==> config.mk <==
export PLATFORM = sky130hd
export DESIGN_NAME = sand_flow_ctrl
export DESIGN_NICKNAME = d
export VERILOG_FILES = /design/src/rtl/sand_flow_ctrl.sv
export SDC_FILE = /design/constraint.sdc
export NUM_CORES = 1
export LEC_CHECK = 0
export CORE_ASPECT_RATIO = 0.5
export CORE_MARGIN = 2
export CORE_UTILIZATION = 50
export CTS_BUF_LIST = sky130_fd_sc_hd__clkbuf_4 sky130_fd_sc_hd__clkbuf_8
export DETAILED_ROUTE_END_ITERATION = 8
export PLACE_DENSITY = 0.77
export SYNTH_ARGS = -nofsm -noshare
export SYNTH_HDL_FRONTEND = slang
export SYNTH_SLANG_ARGS = --single-unit
==> constraint.sdc <==
create_clock -name clk -period 7.1 [get_ports clk]
set_input_delay 1.775 -clock clk [delete_from_list [all_inputs] [get_ports clk]]
set_output_delay 1.775 -clock clk [all_outputs]
set_load 0.03 [all_outputs]
==> src/rtl/sand_flow_ctrl.sv <==
// rtl/sand_flow_ctrl.sv - hourglass grain flow controller (optional pause input under SAND_PAUSE_EN)
module sand_flow_ctrl #(
    parameter int GRAINS      = 60,
    parameter int DROP_FRAMES = 4,
    parameter int FALL_LEN    = 10
) (
    input  logic        clk,
    input  logic        BTN_S,
    input  logic        frame_tick,
    input  logic        flip_btn,
`ifdef SAND_PAUSE_EN
    input  logic        pause_btn,
`endif
    input  logic [10:0] neck_col,
    input  logic [10:0] neck_row,
    output logic [7:0]  top_count,
    output logic [7:0]  bot_count,
    output logic [10:0] grain_col,
    output logic [10:0] grain_row,
    output logic        grain_vis,
    output logic [1:0]  state,
    output logic        done
);

    typedef enum logic [1:0] {
        S_IDLE  = 2'd0,
        S_WAIT  = 2'd1,
        S_FALL  = 2'd2,
        S_EMPTY = 2'd3
    } state_t;

    localparam logic [7:0]  GRAINS_W  = 8'(GRAINS);
    localparam logic [7:0]  DROP_LAST = 8'(DROP_FRAMES - 1);
    localparam logic [10:0] FALL_LAST = 11'(FALL_LEN - 1);

    state_t      st;
    logic        flip_q;
    logic        flip_rise;
    logic        tick;
    logic        pend;
    logic [7:0]  frame_cnt;
    logic [10:0] fall_dist;
    logic        landing;
    logic        swap_now;
    logic [7:0]  bot_landed;

    assign state     = st;
    assign flip_rise = flip_btn & ~flip_q;

`ifdef SAND_PAUSE_EN
    assign tick = frame_tick & ~pause_btn;
`else
    assign tick = frame_tick;
`endif

    assign fall_dist  = grain_row - neck_row;
    assign landing    = tick && (fall_dist == FALL_LAST);
    // A flip on the landing tick itself counts the same as one latched earlier in the fall.
    assign swap_now   = pend | flip_rise;
    assign bot_landed = (bot_count < GRAINS_W) ? bot_count + 8'd1 : bot_count;

    always_ff @(posedge clk) begin
        if (BTN_S) begin
            st        <= S_IDLE;
            flip_q    <= 1'b0;
            pend      <= 1'b0;
            frame_cnt <= 8'd0;
            top_count <= GRAINS_W;
            bot_count <= 8'd0;
            grain_row <= 11'd0;
            grain_col <= 11'd0;
            grain_vis <= 1'b0;
            done      <= 1'b0;
        end else begin
            flip_q <= flip_btn;
            case (st)
                S_IDLE: begin
                    if (flip_rise) begin
                        st        <= S_WAIT;
                        frame_cnt <= 8'd0;
                    end
                end
                S_WAIT: begin
                    if (flip_rise) begin
                        top_count <= bot_count;
                        bot_count <= top_count;
                        frame_cnt <= 8'd0;
                    end else if (tick) begin
                        if (frame_cnt == DROP_LAST) begin
                            frame_cnt <= 8'd0;
                            if (top_count != 8'd0) begin
                                top_count <= top_count - 8'd1;
                                grain_row <= neck_row;
                                grain_col <= neck_col;
                                grain_vis <= 1'b1;
                                st        <= S_FALL;
                            end else begin
                                st   <= S_EMPTY;
                                done <= 1'b1;
                            end
                        end else begin
                            frame_cnt <= frame_cnt + 8'd1;
                        end
                    end
                end
                S_FALL: begin
                    if (landing) begin
                        grain_vis <= 1'b0;
                        frame_cnt <= 8'd0;
                        pend      <= 1'b0;
                        st        <= S_WAIT;
                        if (swap_now) begin
                            top_count <= bot_landed;
                            bot_count <= top_count;
                        end else begin
                            bot_count <= bot_landed;
                        end
                    end else begin
                        if (flip_rise) pend <= 1'b1;
                        if (tick) grain_row <= grain_row + 11'd1;
                    end
                end
                S_EMPTY: begin
                    if (flip_rise) begin
                        top_count <= bot_count;
                        bot_count <= top_count;
                        frame_cnt <= 8'd0;
                        done      <= 1'b0;
                        st        <= S_WAIT;
                    end
                end
                default: st <= S_IDLE;
            endcase
        end
    end

endmodule

# After elaboration in Yosys (flattened, before gate mapping)
# Index checks and enable logic that the tools add are counted.
# Widths: inputs -> output; s select.
# op_classes
mux,47
n_bitwise,4
order_cmp,1
eq_ne,20
addsub,5
n_reduce_logical,19
# op_table
operator,count
$mux 8,16
$mux 11,6
$pmux 8 s3,2
$pmux 11 s2,1
$ne 2x2->1 const B,10
$add 8x1->8 const B,2
$pmux 8 s2,1
$reduce_and 7->1,2
$mux 1,13
$reduce_and 6->1,2
$add 11x1->11 const B,1
$eq 11x4->1 const B,1
$sub 11x11->11,1
$mux 2,5
$reduce_and 5->1,2
$ne 3x3->1 const B,3
$eq 8x2->1 const B,1
$lt 8x6->1 const B,1
$reduce_bool 2->1,4
$reduce_bool 8->1,1
$sub 8x1->8 const B,1
$pmux 2 s3,1
$reduce_and 3->1,2
$eq 2x2->1 const B,2
11 further kinds,15
# word_totals
reg_bits,52
out_inout_bits,42
input_bits,26
wordCells,106

# Depth between registers and ports, before layout
# depth
depth_word,6
ltp_mapped,11
mapped_depth_nobuf,10

# Worst setup path after synthesis
# No wires, ideal clock.
# synth_path
path_type,input port to flip-flop
start,in neck_row[0]
end,reg top_count[5]
stages,10
t_required_ns,6.979
arrival_ns,4.188
n_path_buf,1
setup_ns,0.121
slack_ns,2.792
cell_sequence,ha_1 fa_1 xnor2_1 nor4_1 nor4b_1 nand4_1 o21ai_0 and3_1 buf_2 mux2_2
# synth_between
elab_chain_cells,5
# synth_lines
element,line_no,text
from (decl),15,"input logic [10:0] neck_row,"
$sub 11x11->11,56,assign fall_dist = grain_row - neck_row;
$eq 11x4->1,57,assign landing = tick && (fall_dist == FALL_LAST);
$logic_and 1x1->1,57,
$ne 2x2->1 (no source line),--,
$reduce_and 7->1 (no source line),--,
to (signal assigned),85,top_count <= bot_count;
to (signal assigned),92,top_count <= top_count - 8'd1;
to (signal assigned),113,top_count <= bot_landed;
to (decl),16,"output logic [7:0] top_count,"
# No other way between the ends.
# A chain may end at the register's enable or synchronous reset.

# Worst setup path after layout
# layout_path
start,in neck_row[0]
end,reg grain_row[4]
# layout_between
elab_chain_cells,5
# layout_lines
element,line_no,text
$sub 11x11->11,56,
$eq 11x4->1,57,
$logic_and 1x1->1,57,
$ne 2x2->1 (no source line),--,
$reduce_and 7->1 (no source line),--,
to (signal assigned),93,grain_row <= neck_row;
to (signal assigned),120,if (tick) grain_row <= grain_row + 11'd1;
to (decl),19,"output logic [10:0] grain_row,"
# No other way between the ends.

==> run summary <==
TritonCTS built the clock tree. The longest clock path from root to sink contains 2 buffers. In this run the worst path has a maximum fanout of 15. The number of global-route vias before repair is 3,499.

The critical path goes through clkdlybuf4s50_1, ha_1, fa_1, xnor2_1, nor4_1, nor4b_1, nand4_1, nor2_1, a311o_1, o22ai_1. The synthesized design contains 0 enable-type register cells. During I/O placement, the number of pins put on the boundary was 68.

The type of the most critical hold path was flop to flop. The time the worst path needs with I/O delays and setup came out at 5.22 ns. After the first detailed-routing iteration, the DRC count stood at 315. For the number of hold violations in the final report, the log shows 0.

From bottom edge to top edge, the die measures 65.4 µm. The critical path in this run is classified as input port to flop. Among cell families on the critical path, the largest total delay comes from simple AND/OR/NAND/NOR gates. The cell area that synthesis handed to floorplanning was 3770 µm². The logs give 0.32 ns for the clock latency of the later-clocked register in the worst-skew pair and 497 for the number of cells produced by synthesis. The worst-case IR drop observed on VDD is 0.113 mV. The final routed wirelength across all metal layers is 10,300 µm, and the pin count of the biggest net entering global routing is 43. Counting instances in the post-synthesis netlist gives the leading cell types as nand2_1, dfxtp_1, a21oi_1. The tools report the final max-slew violation count as 0. Share of the clock period used by the worst path: 73.5%. The sort of element at the end of the critical path is a flop. The fraction of final layout cells with drive strength greater than 1 works out to 5.88%. Counting buffers and inverters, the worst setup path is 10 cells deep. 0 antenna diodes ended up in the layout. The critical path startpoint category is an input port. The number of nets in the layout is 589. On the critical path, the stage with the largest delay is an instance of nor2_1. The logs give 24.9% for the global-route total usage across every layer and 0.459 ns for the worst hold-check slack.

The run gives 0 as the number of design rule violations left after detail routing. STA puts the critical path data arrival time at 5.42 ns. Averaged over all synthesized cells, the footprint is 7.58 µm². At the pin with the least slew margin, the transition time is 0.996 ns. Summing the sequential cell areas from Yosys gives 27.6% of the chip area. The remaining max-slew budget at the tightest pin was 33.6%; the hold-fix buffer count after cts was 0. The buffering stage count on the worst path with inverters included is 1, and the number of stages on the worst hold path is 2.

In this run the horizontal extent of the chip is 127 µm. After global routing the overflow that remains totals 0. On the worst path, the slowest cell contributes a delay of 0.79 ns.

Buffers added to address setup during post-CTS repair amount to 0. Setup repair after global routing left no endpoint under its margin. The count of filler cells inserted in the layout is 667. The number of antenna violations at the first check in global routing was 0; the logic depth of the worst register-to-register path was 7. CTS built an H-tree with a depth of 2. The tools report the die footprint as 8290 µm². The first global-routing pass estimated 16,900 µm of wire. The run gives 7370 µm as the detailed-placement wirelength estimate. In this run the power density over the cells is 148 nW/µm².

Setup total negative slack on the finished layout was measured at 0 ns. The tree is rooted in a clkbuf_8. The library cell occupying the most area in the post-synthesis netlist was dfxtp_1. Once the floorplan was initialized, standard cells occupied 51.5% of the core. After clock tree synthesis, the clock-pin slew on the worst setup and hold paths is 0.11 ns. The netlist uses 69 different library cells. When the netlist entered floorplanning its net count stood at 543. Across the routed clock network, the largest skew measured is 0.00838 ns.

The flow ran to the end, and the final reports show no timing, DRC or antenna violations. The logs give 0.192 GHz for the maximum clock frequency and 62.0% for the fraction of the core area covered by cells at the end of the flow. In this run, synthesis produced a sequential element count of 52.

For the number of synthesis warnings, the log shows 0. Sorting the synthesized cells by area gives the leading types as dfxtp_1, nand2_1, ha_1. The tool flagged a number of max-cap violations equal to 0. The total area inside the core boundary comes to 7320 µm². The async set-reset flop share out of synthesis came out at 0%. The most frequent cell after synthesis was nand2_1. The tools report the number of rows created at floorplan as 22. For the worst setup path, the data required time is 7.30 ns.

Among all flip-flop cells after synthesis, the most frequent one is dfxtp_1. Clock tree synthesis inserted a total of 5 buffers. The run gives 52 as the number of clock sinks. The detail-routed via count per cell was 6.04; the global placement routability congestion was 0.888. The post-synthesis to final-layout area growth is 20.5%, and the remaining antenna violation count is 0. Setup violations remaining at the end of the flow were counted as 0. The total of buffers placed on input and output ports is 67. For this block, the via count after detailed routing is 3,868. The first detailed-routing pass took 7 iterations. In this run the static leakage power is 1.64 nW.

The area share of the largest cell type after synthesis is 27.6%, and the average wire per cell in the routed design is 16.0 µm. The tools report the post-cts sizing count as 0.
## layout by cell type (no fill, tap or decap), types with 4 or more instances in the layout
cell type,netlist,routed
nor4_1,4,4
mux2_2,6,6
nand2_1,73,73
nor3_1,17,17
a311oi_1,4,4
inv_1,22,22
clkbuf_8,0,5
or2_2,6,6
clkdlybuf4s50_1,0,67
nand3_1,20,20
a21o_1,7,7
nand2b_1,12,12
o32ai_1,4,4
a21oi_1,42,42
xnor2_1,6,6
o21ai_0,13,13
o311ai_0,4,4
nand4_1,6,6
nor2b_1,6,6
dfxtp_1,52,52
and3_1,6,6
a211oi_1,14,14
o31ai_1,8,8
ha_1,19,19
a31oi_1,10,10
o22ai_1,10,10
mux2i_1,10,10
nor2_1,30,30
## metrics by stage
| step | cell area (µm²) | power, mW | cells | setup slack, ns |
|---|---|---|---|---|
| 2_1_floorplan | 3770 | 0.435 | 497 | 2.79 |
| 3_3_place_gp | 4440 | 0.490 | 632 | 1.70 |
| 3_5_place_dp | 4440 | 0.491 | 632 | 1.66 |
| 4_1_cts | 4540 | 0.673 | 640 | 1.97 |
| 5_1_grt | 4540 | 0.706 | 640 | 1.68 |
| 6_report | 4540 | 0.671 | 640 | 1.88 |
## logic make-up (layout without fill, tap and decap cells)
kind of cell | Yosys count | after routing | synth area share [%]
mux | 16 | 16 | 4.45
compound gates | 149 | 149 | 27.4
buf+inv | 54 | 101 | 5.84
fa+ha+maj | 20 | 20 | 6.84
xor+xnor | 9 | 9 | 2.09
flops | 52 | 52 | 27.6
simple gates | 197 | 197 | 25.8
## worst register-to-register path: stages (launching register included)
cell      delay [ns]
dfxtp_1         0.38
inv_1           0.10
ha_1            0.82
clkinv_1        0.94
o21ai_1         0.45
nand2_1         0.34
a311o_1         0.57
o22ai_1         0.21
## metal layers
metal	vias to the layer above	share of wire [%]	track usage [%]
li1	1921	-	-
met5	-	0	0
met1	1819	48	33.6
met2	118	45	41.1
met3	10	5.8	6.03
met4	0	0.98	5.36
## final cells by class
type	count	area, µm²	share of cell area [%]
clock buffer	5	68.8	1.52
clock inverter	3	27.5	0.606
tap	96	120	2.65
multi-input combinational	391	2510	55.2
timing repair buffer	69	686	15.1
inverter	24	90.1	1.98
sequential	52	1040	22.9
## flip-flops by register name (all words and copies together) (netlist names)
signal     cells
frame_cnt      8
bot_count      8
top_count      8
state          2
pend           1
done           1
grain_vis      1
grain_col     11
grain_row     11
flip_q         1
## worst paths after layout
| path | slack (ns) | end | start |
|---|---|---|---|
| min reg2reg | 0.46 | grain_col[7]$_SDFFE_PP0P_ | grain_col[7]$_SDFFE_PP0P_ |
| max | 1.88 | grain_row[4]$_SDFFE_PP0P_ | neck_row[0] |
| min | 0.46 | grain_col[7]$_SDFFE_PP0P_ | grain_col[7]$_SDFFE_PP0P_ |
| max reg2reg | 3.22 | grain_row[4]$_SDFFE_PP0P_ | state[0]$_SDFFE_PP0P_ |
## power by group
group / internal, mW / switching [mW] / total, mW
clock network: 0.0726 / 0.111 / 0.183
logic: 0.0733 / 0.0953 / 0.169
registers: 0.301 / 0.0175 / 0.319
total: 0.447 / 0.223 / 0.671
Note: power is estimated with default switching activity, not from simulation.
